## config.mk

```make
export PLATFORM = sky130hd
export DESIGN_NAME = uart_rx_word_assembler
export DESIGN_NICKNAME = d
export VERILOG_FILES = /design/src/rtl/uart_pkg.sv /design/src/rtl/uart_rx_byte.sv /design/src/rtl/uart_rx_word_assembler.sv
export SDC_FILE = /design/constraint.sdc
export NUM_CORES = 1
export LEC_CHECK = 0
export ABC_CLOCK_PERIOD_IN_PS = 3000
export CAP_MARGIN = 5
export CORE_MARGIN = 4
export CORE_UTILIZATION = 57
export DETAILED_ROUTE_END_ITERATION = 6
export GPL_TIMING_DRIVEN = 0
export PLACE_DENSITY = 0.84
export SLEW_MARGIN = 20
export SYNTH_ARGS = -nofsm -noshare
export SYNTH_HDL_FRONTEND = slang
export SYNTH_HIERARCHICAL = 1
export SYNTH_SLANG_ARGS = --single-unit
```

## constraint.sdc

```tcl
create_clock -name CLOCK -period 3 [get_ports CLOCK]
set_input_delay 0.45 -clock CLOCK [delete_from_list [all_inputs] [get_ports CLOCK]]
set_output_delay 0.45 -clock CLOCK [all_outputs]
set_load 0.02 [all_outputs]
```

## src/rtl/uart_pkg.sv

```systemverilog
`default_nettype none
`timescale 1ns/1ps
// ============================================================================
// Module   : uart_pkg
// Purpose  : Shared definitions for the UART receive path: receiver state
//            encoding, data-bit count and a ceil(log2) helper for sizing
//            counters.
// Ports    : none (package)
// Revision : 1.0 - initial release
// ============================================================================
package uart_pkg;

   localparam int UART_DATA_BITS = 8;

   typedef enum logic [2:0] {
      IDLE      = 3'd0,
      START     = 3'd1,
      DATA      = 3'd2,
      STOP      = 3'd3,
      WAIT_HIGH = 3'd4
   } uart_state_t;

   // Number of bits needed to hold values 0..value-1.
   function automatic int clog2(input int value);
      int result;
      result = 0;
      while ((1 << result) < value) begin
         result = result + 1;
      end
      return result;
   endfunction

endpackage
`default_nettype wire

```

## src/rtl/uart_rx_byte.sv

```systemverilog
`default_nettype none
`timescale 1ns/1ps
// ============================================================================
// Module   : uart_rx_byte
// Purpose  : 8N1 byte receiver: two-flop input synchroniser, baud counter and
//            START/DATA/STOP/WAIT_HIGH state machine.
// Ports    : clk            - system clock
//            rst_n          - asynchronous active-low reset
//            i_rx           - raw serial line, idle high
//            o_byte_data    - received byte (valid while o_byte_strobe is high)
//            o_byte_strobe  - high in the cycle the good stop bit is sampled
//            o_frame_err    - one-cycle pulse after a low stop bit
//            o_start        - high in the cycle a start edge is accepted
//            o_idle         - receiver is in IDLE
// Revision : 1.0 - initial release
// ============================================================================
module uart_rx_byte
   import uart_pkg::*;
#(
   parameter int CLKDIV = 100
) (
   input  logic       clk,
   input  logic       rst_n,
   input  logic       i_rx,
   output logic [7:0] o_byte_data,
   output logic       o_byte_strobe,
   output logic       o_frame_err,
   output logic       o_start,
   output logic       o_idle
);

   localparam int                c_CNT_W = clog2(CLKDIV);
   localparam logic [c_CNT_W-1:0] c_HALF = c_CNT_W'(CLKDIV / 2);
   localparam logic [c_CNT_W-1:0] c_LAST = c_CNT_W'(CLKDIV - 1);
   localparam logic [2:0]         c_LAST_BIT = 3'(UART_DATA_BITS - 1);

   logic               r_sync1;
   logic               r_sync2;
   logic               r_prev;
   uart_state_t        r_state;
   logic [c_CNT_W-1:0] r_cnt;
   logic [2:0]         r_bit_idx;
   logic [7:0]         r_shift;
   logic               r_frame_err;

   logic               w_rxs;
   logic               w_fall;
   logic               w_bit_end;

   assign w_rxs     = r_sync2;
   assign w_fall    = r_prev & ~r_sync2;
   assign w_bit_end = (r_cnt == c_LAST);

   always_ff @(posedge clk or negedge rst_n) begin
      if (!rst_n) begin
         r_sync1     <= 1'b1;
         r_sync2     <= 1'b1;
         r_prev      <= 1'b1;
         r_state     <= IDLE;
         r_cnt       <= '0;
         r_bit_idx   <= '0;
         r_shift     <= '0;
         r_frame_err <= 1'b0;
      end else begin
         r_sync1     <= i_rx;
         r_sync2     <= r_sync1;
         r_prev      <= r_sync2;
         r_frame_err <= 1'b0;
         case (r_state)
            IDLE: begin
               if (w_fall) begin
                  r_state <= START;
                  r_cnt   <= '0;
               end
            end
            START: begin
               if (r_cnt == c_HALF) begin
                  r_cnt <= '0;
                  // A line that is high again at mid start bit was a glitch.
                  if (!w_rxs) begin
                     r_state   <= DATA;
                     r_bit_idx <= '0;
                  end else begin
                     r_state <= IDLE;
                  end
               end else begin
                  r_cnt <= r_cnt + 1'b1;
               end
            end
            DATA: begin
               if (w_bit_end) begin
                  r_cnt   <= '0;
                  r_shift <= {w_rxs, r_shift[7:1]};
                  if (r_bit_idx == c_LAST_BIT) begin
                     r_state <= STOP;
                  end else begin
                     r_bit_idx <= r_bit_idx + 1'b1;
                  end
               end else begin
                  r_cnt <= r_cnt + 1'b1;
               end
            end
            STOP: begin
               if (w_bit_end) begin
                  r_cnt <= '0;
                  if (w_rxs) begin
                     r_state <= IDLE;
                  end else begin
                     r_frame_err <= 1'b1;
                     r_state     <= WAIT_HIGH;
                  end
               end else begin
                  r_cnt <= r_cnt + 1'b1;
               end
            end
            WAIT_HIGH: begin
               // Hold off until the line recovers so a break is not a start.
               if (w_rxs) begin
                  r_state <= IDLE;
               end
            end
            default: r_state <= IDLE;
         endcase
      end
   end

   // Strobe is combinational so the word register loads on the very edge
   // that samples the stop bit.
   assign o_byte_data   = r_shift;
   assign o_byte_strobe = (r_state == STOP) && w_bit_end && w_rxs;
   assign o_frame_err   = r_frame_err;
   assign o_start       = (r_state == IDLE) && w_fall;
   assign o_idle        = (r_state == IDLE);

endmodule
`default_nettype wire

```

## src/rtl/uart_rx_word_assembler.sv

```systemverilog
`default_nettype none
`timescale 1ns/1ps
// ============================================================================
// Module   : uart_rx_word_assembler
// Purpose  : Packs RX_SIZE/8 received UART bytes little-endian into a word and
//            offers it on a valid/ready handshake; flags framing errors,
//            overruns and inter-byte timeouts.
// Ports    : CLOCK     - system clock
//            RESET_N   - asynchronous active-low reset
//            UART_RX   - serial line, idle high
//            rx_data   - assembled word, first byte in [7:0]
//            rx_valid  - word available, held until accepted
//            rx_ready  - consumer accept
//            frame_err - one-cycle pulse on low stop bit
//            overrun   - one-cycle pulse when a completed word is dropped
//            timeout   - one-cycle pulse when a partial word is discarded
// Revision : 1.0 - initial release
// ============================================================================
module uart_rx_word_assembler
   import uart_pkg::*;
#(
   parameter int RX_SIZE      = 16,
   parameter int clkdiv_rx    = 100,
   parameter int TIMEOUT_BITS = 32
) (
   input  logic               CLOCK,
   input  logic               RESET_N,
   input  logic               UART_RX,
   output logic [RX_SIZE-1:0] rx_data,
   output logic               rx_valid,
   input  logic               rx_ready,
   output logic               frame_err,
   output logic               overrun,
   output logic               timeout
);

   localparam int                  c_BYTES    = RX_SIZE / UART_DATA_BITS;
   localparam int                  c_IDX_W    = (c_BYTES > 1) ? clog2(c_BYTES) : 1;
   localparam logic [c_IDX_W-1:0]  c_LAST_IDX = c_IDX_W'(c_BYTES - 1);

   logic [7:0]         w_byte_data;
   logic               w_byte_strobe;
   logic               w_frame_err;
   logic               w_start;
   logic               w_idle;
   logic               w_timeout_hit;
   logic               w_complete;
   logic               w_load_ok;
   logic [RX_SIZE-1:0] w_word;

   logic [RX_SIZE-1:0] r_shadow;
   logic [c_IDX_W-1:0] r_byte_idx;
   logic [RX_SIZE-1:0] r_rx_data;
   logic               r_rx_valid;
   logic               r_overrun;
   logic               r_timeout;

   uart_rx_byte #(
      .CLKDIV (clkdiv_rx)
   ) u_rx_byte (
      .clk           (CLOCK),
      .rst_n         (RESET_N),
      .i_rx          (UART_RX),
      .o_byte_data   (w_byte_data),
      .o_byte_strobe (w_byte_strobe),
      .o_frame_err   (w_frame_err),
      .o_start       (w_start),
      .o_idle        (w_idle)
   );

   // Partial word with the incoming byte dropped into its slot.
   always_comb begin
      w_word = r_shadow;
      w_word[{r_byte_idx, 3'b000} +: 8] = w_byte_data;
   end

   assign w_complete = w_byte_strobe && (r_byte_idx == c_LAST_IDX);
   assign w_load_ok  = !r_rx_valid || rx_ready;

   always_ff @(posedge CLOCK or negedge RESET_N) begin
      if (!RESET_N) begin
         r_shadow   <= '0;
         r_byte_idx <= '0;
         r_rx_data  <= '0;
         r_rx_valid <= 1'b0;
         r_overrun  <= 1'b0;
         r_timeout  <= 1'b0;
      end else begin
         r_overrun <= 1'b0;
         r_timeout <= 1'b0;

         if (w_frame_err) begin
            r_byte_idx <= '0;
         end else if (w_timeout_hit) begin
            r_byte_idx <= '0;
            r_timeout  <= 1'b1;
         end else if (w_byte_strobe) begin
            r_shadow   <= w_word;
            r_byte_idx <= w_complete ? '0 : r_byte_idx + 1'b1;
         end

         // A load in the handshake cycle keeps rx_valid high; an unaccepted
         // word is never overwritten.
         if (w_complete && w_load_ok) begin
            r_rx_data  <= w_word;
            r_rx_valid <= 1'b1;
         end else begin
            if (w_complete) begin
               r_overrun <= 1'b1;
            end
            if (r_rx_valid && rx_ready) begin
               r_rx_valid <= 1'b0;
            end
         end
      end
   end

   generate
      if (c_BYTES > 1) begin : g_timeout
         localparam int                 c_LIMIT = TIMEOUT_BITS * clkdiv_rx;
         localparam int                 c_TO_W  = clog2(c_LIMIT + 1);
         localparam logic [c_TO_W-1:0]  c_HIT   = c_TO_W'(c_LIMIT - 1);

         logic [c_TO_W-1:0] r_to_cnt;
         logic              w_run;

         assign w_run         = w_idle && (r_byte_idx != '0);
         assign w_timeout_hit = w_run && (r_to_cnt == c_HIT);

         always_ff @(posedge CLOCK or negedge RESET_N) begin
            if (!RESET_N) begin
               r_to_cnt <= '0;
            end else if (w_start || (r_byte_idx == '0)) begin
               r_to_cnt <= '0;
            end else if (w_run) begin
               r_to_cnt <= r_to_cnt + 1'b1;
            end
         end
      end else begin : g_no_timeout
         assign w_timeout_hit = 1'b0;
      end
   endgenerate

   assign rx_data   = r_rx_data;
   assign rx_valid  = r_rx_valid;
   assign frame_err = w_frame_err;
   assign overrun   = r_overrun;
   assign timeout   = r_timeout;

endmodule
`default_nettype wire

```

* Word-level counts from Yosys, hierarchy flattened
Cells that the tools add are included.
** Word-level totals
- Word-level logic and storage cells :: 100
- Register bits after elaboration :: 73
- Input port bits :: 4
- Output and inout bits :: 20
** Cells by class
- Shifts and indexed selects :: 2
- Equality and inequality tests :: 16
- Reductions and logical operators :: 23
- Add/subtract/negate cells :: 5
- Bitwise logic cells :: 5
- Multiplexer cells :: 34
** Operators with widths (number)
- $mux 3 :: 11
- $mux 12 :: 2
- $mux 7 :: 3
- $pmux 7 s3 :: 1
- $bwmux 16 :: 1
- $shift 8x6->16 const A :: 1
- $shiftx 8x6->16 :: 1
- $pmux 3 s5 :: 1
- $mux 1 :: 13
- $add 12x1->12 const B :: 1
- $eq 12x12->1 const B :: 1
- $ne 2x1->1 const B :: 6
- $logic_and 1x1->1 :: 8
- $add 7x1->7 const B :: 1
- $eq 7x6->1 const B :: 1
- $eq 7x7->1 const B :: 1
- $eq 3x2->1 const B :: 2
- $eq 3x3->1 const B :: 2
- $neg 4->6 :: 1
- $pmux 3 s2 :: 1
- $reduce_and 6->1 :: 1
- $reduce_bool 2->1 :: 3
- $reduce_bool 3->1 :: 2
- $reduce_and 5->1 :: 1
- other kinds (13) :: 19

* Logic depth before layout (Yosys ltp)
- Depth after elaboration :: 8
- Gate-level depth with buffers :: 9
- Gate-level depth less buffers :: 7

* Cells and area by module
The synthesis kept the hierarchy.
** Modules (own cells, without submodules)
- uart_rx_word_assembler :: cells each 125, sequential area each 1001.0 µm², times used 1, area each 1646.6 µm²
- uart_rx_byte :: cells each 119, sequential area each 629.4 µm², times used 1, area each 1265.0 µm²

* Least setup slack after synthesis
OpenSTA, ideal clock, no wires.
- Path type :: reg-to-reg
- From :: register u_rx_byte.r_cnt[0]
- To :: register r_rx_data[10], in the netlist rx_data[10]
- Required time :: 2875 ps
- Slack :: 652 ps
- Clock period less this slack :: 2348 ps
- Stages on the path, launching flop included :: 10
- Data arrival time :: 2223 ps
- Cells stage by stage :: dfrtp_1 ha_1 nor2b_1 nand4_1 nor2_1 nand2_1 nor2b_1 clkbuf_1 buf_2 mux2_2
** Between the ends
- Cells in the longest elaborated chain, start to end :: 5
** Ends and longest elaborated chain
- start, declared :: RTL line uart_rx_byte.sv:41 : logic [c_CNT_W-1:0] r_cnt;
- start signal, assigned :: RTL line uart_rx_byte.sv:87 : r_cnt <= r_cnt + 1'b1;
- start signal, assigned :: RTL line uart_rx_byte.sv:100 : r_cnt <= r_cnt + 1'b1;
- start signal, assigned :: RTL line uart_rx_byte.sv:113 : r_cnt <= r_cnt + 1'b1;
- $eq 7x7->1 :: RTL line uart_rx_byte.sv:52 : assign w_bit_end = (r_cnt == c_LAST);
- $logic_and 1x1->1 (2 in series) :: RTL line uart_rx_byte.sv:130 : assign o_byte_strobe = (r_state == STOP) && w_bit_end && w_rxs;
- via w_byte_strobe :: RTL line uart_rx_word_assembler.sv:42 : logic w_byte_strobe;
- $logic_and 1x1->1 :: RTL line uart_rx_word_assembler.sv:77 : assign w_complete = w_byte_strobe && (r_byte_idx == c_LAST_IDX);
- $logic_and 1x1->1 :: RTL line uart_rx_word_assembler.sv:104 : if (w_complete && w_load_ok) begin
- end signal, assigned :: RTL line uart_rx_word_assembler.sv:105 : r_rx_data <= w_word;
- end, declared :: RTL line uart_rx_word_assembler.sv:53 : logic [RX_SIZE-1:0] r_rx_data;
The timed path passes the listed nets, and every way through them passes these cells.
A chain may end at the register's enable or synchronous reset.

* Worst setup path after layout
Same ends and word-level chain as after synthesis.

==> results.yml <==
routing:
  drtIter0Drc: 89
  via_per_inst: 5.56
  routed_wl_um: 5340
  route.antenna.remaining_nets: 0
  drc: 0
  wl_per_cell_um: 15.2
  first_pass_iters: 4
  dr_total_vias: 1950
yosys:
  synthCells: 244
  synth_ff_type: "dfrtp_1"
  yosysTopAreaCell: "dfrtp_1"
  synth_top_family_by_area: "simple AND/OR/NAND/NOR gates"
  seq_area_frac_synth_pct: 56.0
  synth_xor_area_share_pct: 3.01
  synth_fa_ha_area_share_pct: 2.15
  ys_types: 49
  yosysMostFrequentCell: "dfrtp_1"
  synthSimpleGateAreaFrac_pct: 16.4
  synthTopCellsByArea: "dfrtp_1, mux2_2, dfstp_2, nand2_1, nor2_1"
  async_flop_share_pct: 100
  ys_ff_latch: 65
  syn_area_sq_mm: 0.00291
  syn_area_per_cell_sq_um: 11.9
  yosysTopAreaCellShare_pct: 53.3
  muxShareOfSynthArea_pct: 13.0
  synth_compound_area_share_pct: 7.22
  synth_edf_count: 0
  ys_warn_count: 6
  ys_top_cells_by_count: "dfrtp_1, mux2_2, nand2_1, nor2_1, nand3_1"
  synth_fp_nets: 253
final_layout:
  antenna_cells: 0
  layout.cells.non_filler: 351
  ff_latch_area_sq_mm: 0.00163
  layout.nets: 288
  fin_area_sq_mm: 0.00346
  area_growth_pct: 18.7
  layout-drive-gt1-share_pct: 21.5
  fillers: 345
  multiInputGateArea_sq_mm: 0.00122
cts:
  cts_root_buf: "clkbuf_8"
  clock-sinks: 65
  cts_tree: "yes"
  path_clk_slew_ns: 0.07
  cts-root-to-sink-buffers: 2
  postCtsHoldBufs: 0
  post_cts_buffers: 0
  ctsResizeCount: 0
  cts-htree-levels: 3
  clk_latency_ns: 0.33
  cts_made_buffers: 9
placement:
  io_buffers: 23
  dp_worst_setup_slack_ns: 0.134
  placed_area_sq_mm: 0.00324
  dpl.hpwl_um: 3680
  dp_cells: 335
  gp_congestion: 0.886
sta:
  worst_pin_slew_ns: 0.901
  hold_viol_final: 0
  max_freq_ghz: 0.358
  finalSetupTns_ns: 0
  max_slew_margin_pct: 39.7
  setup_viol: 0
  rsz0062_at_grt: "false"
  final_max_slew_viol_count: 0
  skew_ns: 0.00548
  post-route-period-util_pct: 93.0
  layout_setup_ws_ns: 0.209
  fin_crit_ns: 2.79
critical_path:
  arrival_ns: 3.01
  crit_type: "reg2reg"
  r2r_cells: 9
  cp-start-kind: "register"
  ff2ff_setup_slack_ns: 0.21
  cp-end-kind: "register"
  path_max_fanout: 10
  cp.required_ns: 3.22
global_routing:
  antenna_found_initial: 0
  grt_pass1_wl_um: 9430
  grt_use_total_pct: 19.4
  grt_max_degree: 41
  first_global_vias: 2031
  overflow: 0
pwr:
  peakVddDrop_mv: 0.433
  p_leak_nw: 1.57
  powerDensity_mw_per_mm2: 592
outcome:
  status: "completed"
floorplanning:
  die_h_um: 79.5
  fp.coreArea_sq_mm: 0.00485
  dieWidth_um: 79.5
  dieArea_sq_mm: 0.00632
  start_util_pct: 60.1
  rows: 25
  ioPinCount: 24
worst_hold_path:
  hold_class: "in2async"
flow_run:
  maxCapViolations: 0
[power breakdown]
part           switching [W]  total (W)  internal [W]  leakage (nW)
Clock               0.000321   0.000784      0.000463         0.106
Sequential         0.0000489   0.000965      0.000917         0.887
Combinational       0.000178   0.000297      0.000119         0.575
[worst max-delay path, cell delays in order, from the launching register on]
cell      delay [ns]
dfrtp_1         0.43
ha_1            0.23
nor2b_2         0.34
nand4_1         0.19
nor2_1          0.20
nand2_1         0.12
nor2b_1         0.11
clkbuf_1        0.34
buf_2           0.34
mux2_2          0.38
[registers in the layout (all words and copies together) (netlist names)]
signal / count
overrun: 1
r_shadow: 8
g_timeout.r_to_cnt: 12
u_rx_byte/o_frame_err: 1
u_rx_byte/r_bit_idx: 3
r_byte_idx: 1
u_rx_byte/r_state: 3
rx_valid: 1
u_rx_byte/o_byte_data: 8
timeout: 1
u_rx_byte/r_cnt: 7
u_rx_byte/r_prev: 1
rx_data: 16
u_rx_byte/r_sync2: 1
u_rx_byte/r_sync1: 1
[stage by stage]
| stage | utilization (%) | hold WS [ns] | power [W] |
|---|---|---|---|
| 2_1_floorplan | - | 0.154 | 0.00118 |
| 3_5_place_dp | 66.9 | 0.349 | 0.00127 |
| 3_3_place_gp | 66.5 | 0.346 | 0.00125 |
| 6_report | 71.3 | 0.0141 | 0.00205 |
| 5_1_grt | 71.3 | 0.00848 | 0.00215 |
| 4_1_cts | 71.2 | 0.00599 | 0.00206 |
[cell usage in the layout, fill, tap and decap left out, types with 6 or more instances in the layout]
cell / n
nand3_1: 9
nor3_1: 6
nand2_1: 18
mux2_2: 28
nor2_1: 18
clkbuf_8: 9
inv_1: 7
clkdlybuf4s50_1: 22
xnor2_1: 7
dfrtp_1: 62
[path summary, 6_finish.rpt]
path,endpoint,from
min,u_rx_byte/r_cnt[0]$_DFFE_PN0P_,RESET_N
max reg2reg,rx_data[10]$_DFFE_PN0P_,u_rx_byte/r_cnt[0]$_DFFE_PN0P_
max,rx_data[10]$_DFFE_PN0P_,u_rx_byte/r_cnt[0]$_DFFE_PN0P_
min reg2reg,u_rx_byte/r_sync2$_DFF_PN1_,u_rx_byte/r_sync1$_DFF_PN1_
min in group CLOCK,u_rx_byte/r_sync2$_DFF_PN1_,u_rx_byte/r_sync1$_DFF_PN1_
max in group asynchronous,u_rx_byte/r_prev$_DFF_PN1_,RESET_N
[area by class of cell]
class | instances | share of cell area [%]
plain buffers | 8 | 1.12
clock buffers | 10 | 3.69
clock inverters | 6 | 2.39
inverters | 7 | 0.760
multi-input cells | 164 | 35.3
flip-flops and latches | 65 | 47.2
well taps | 67 | 2.43
repair buffers | 24 | 7.17
[logic make-up after synthesis]
kind of cell    after synthesis
simple gates                 85
flops                        65
mux                          34
compound gates               30
buf+inv                      15
xor+xnor                     10
fa+ha+maj                     5
[routing by layer]
| layer | wire [um] | global-route usage [%] |
|---|---|---|
| met3 | 218 | 7.00 |
| met5 | 0 | 0 |
| met2 | 2710 | 32.0 |
| met4 | 41 | 5.84 |
| met1 | 2370 | 23.7 |
Note: power is estimated with default switching activity, not from simulation.
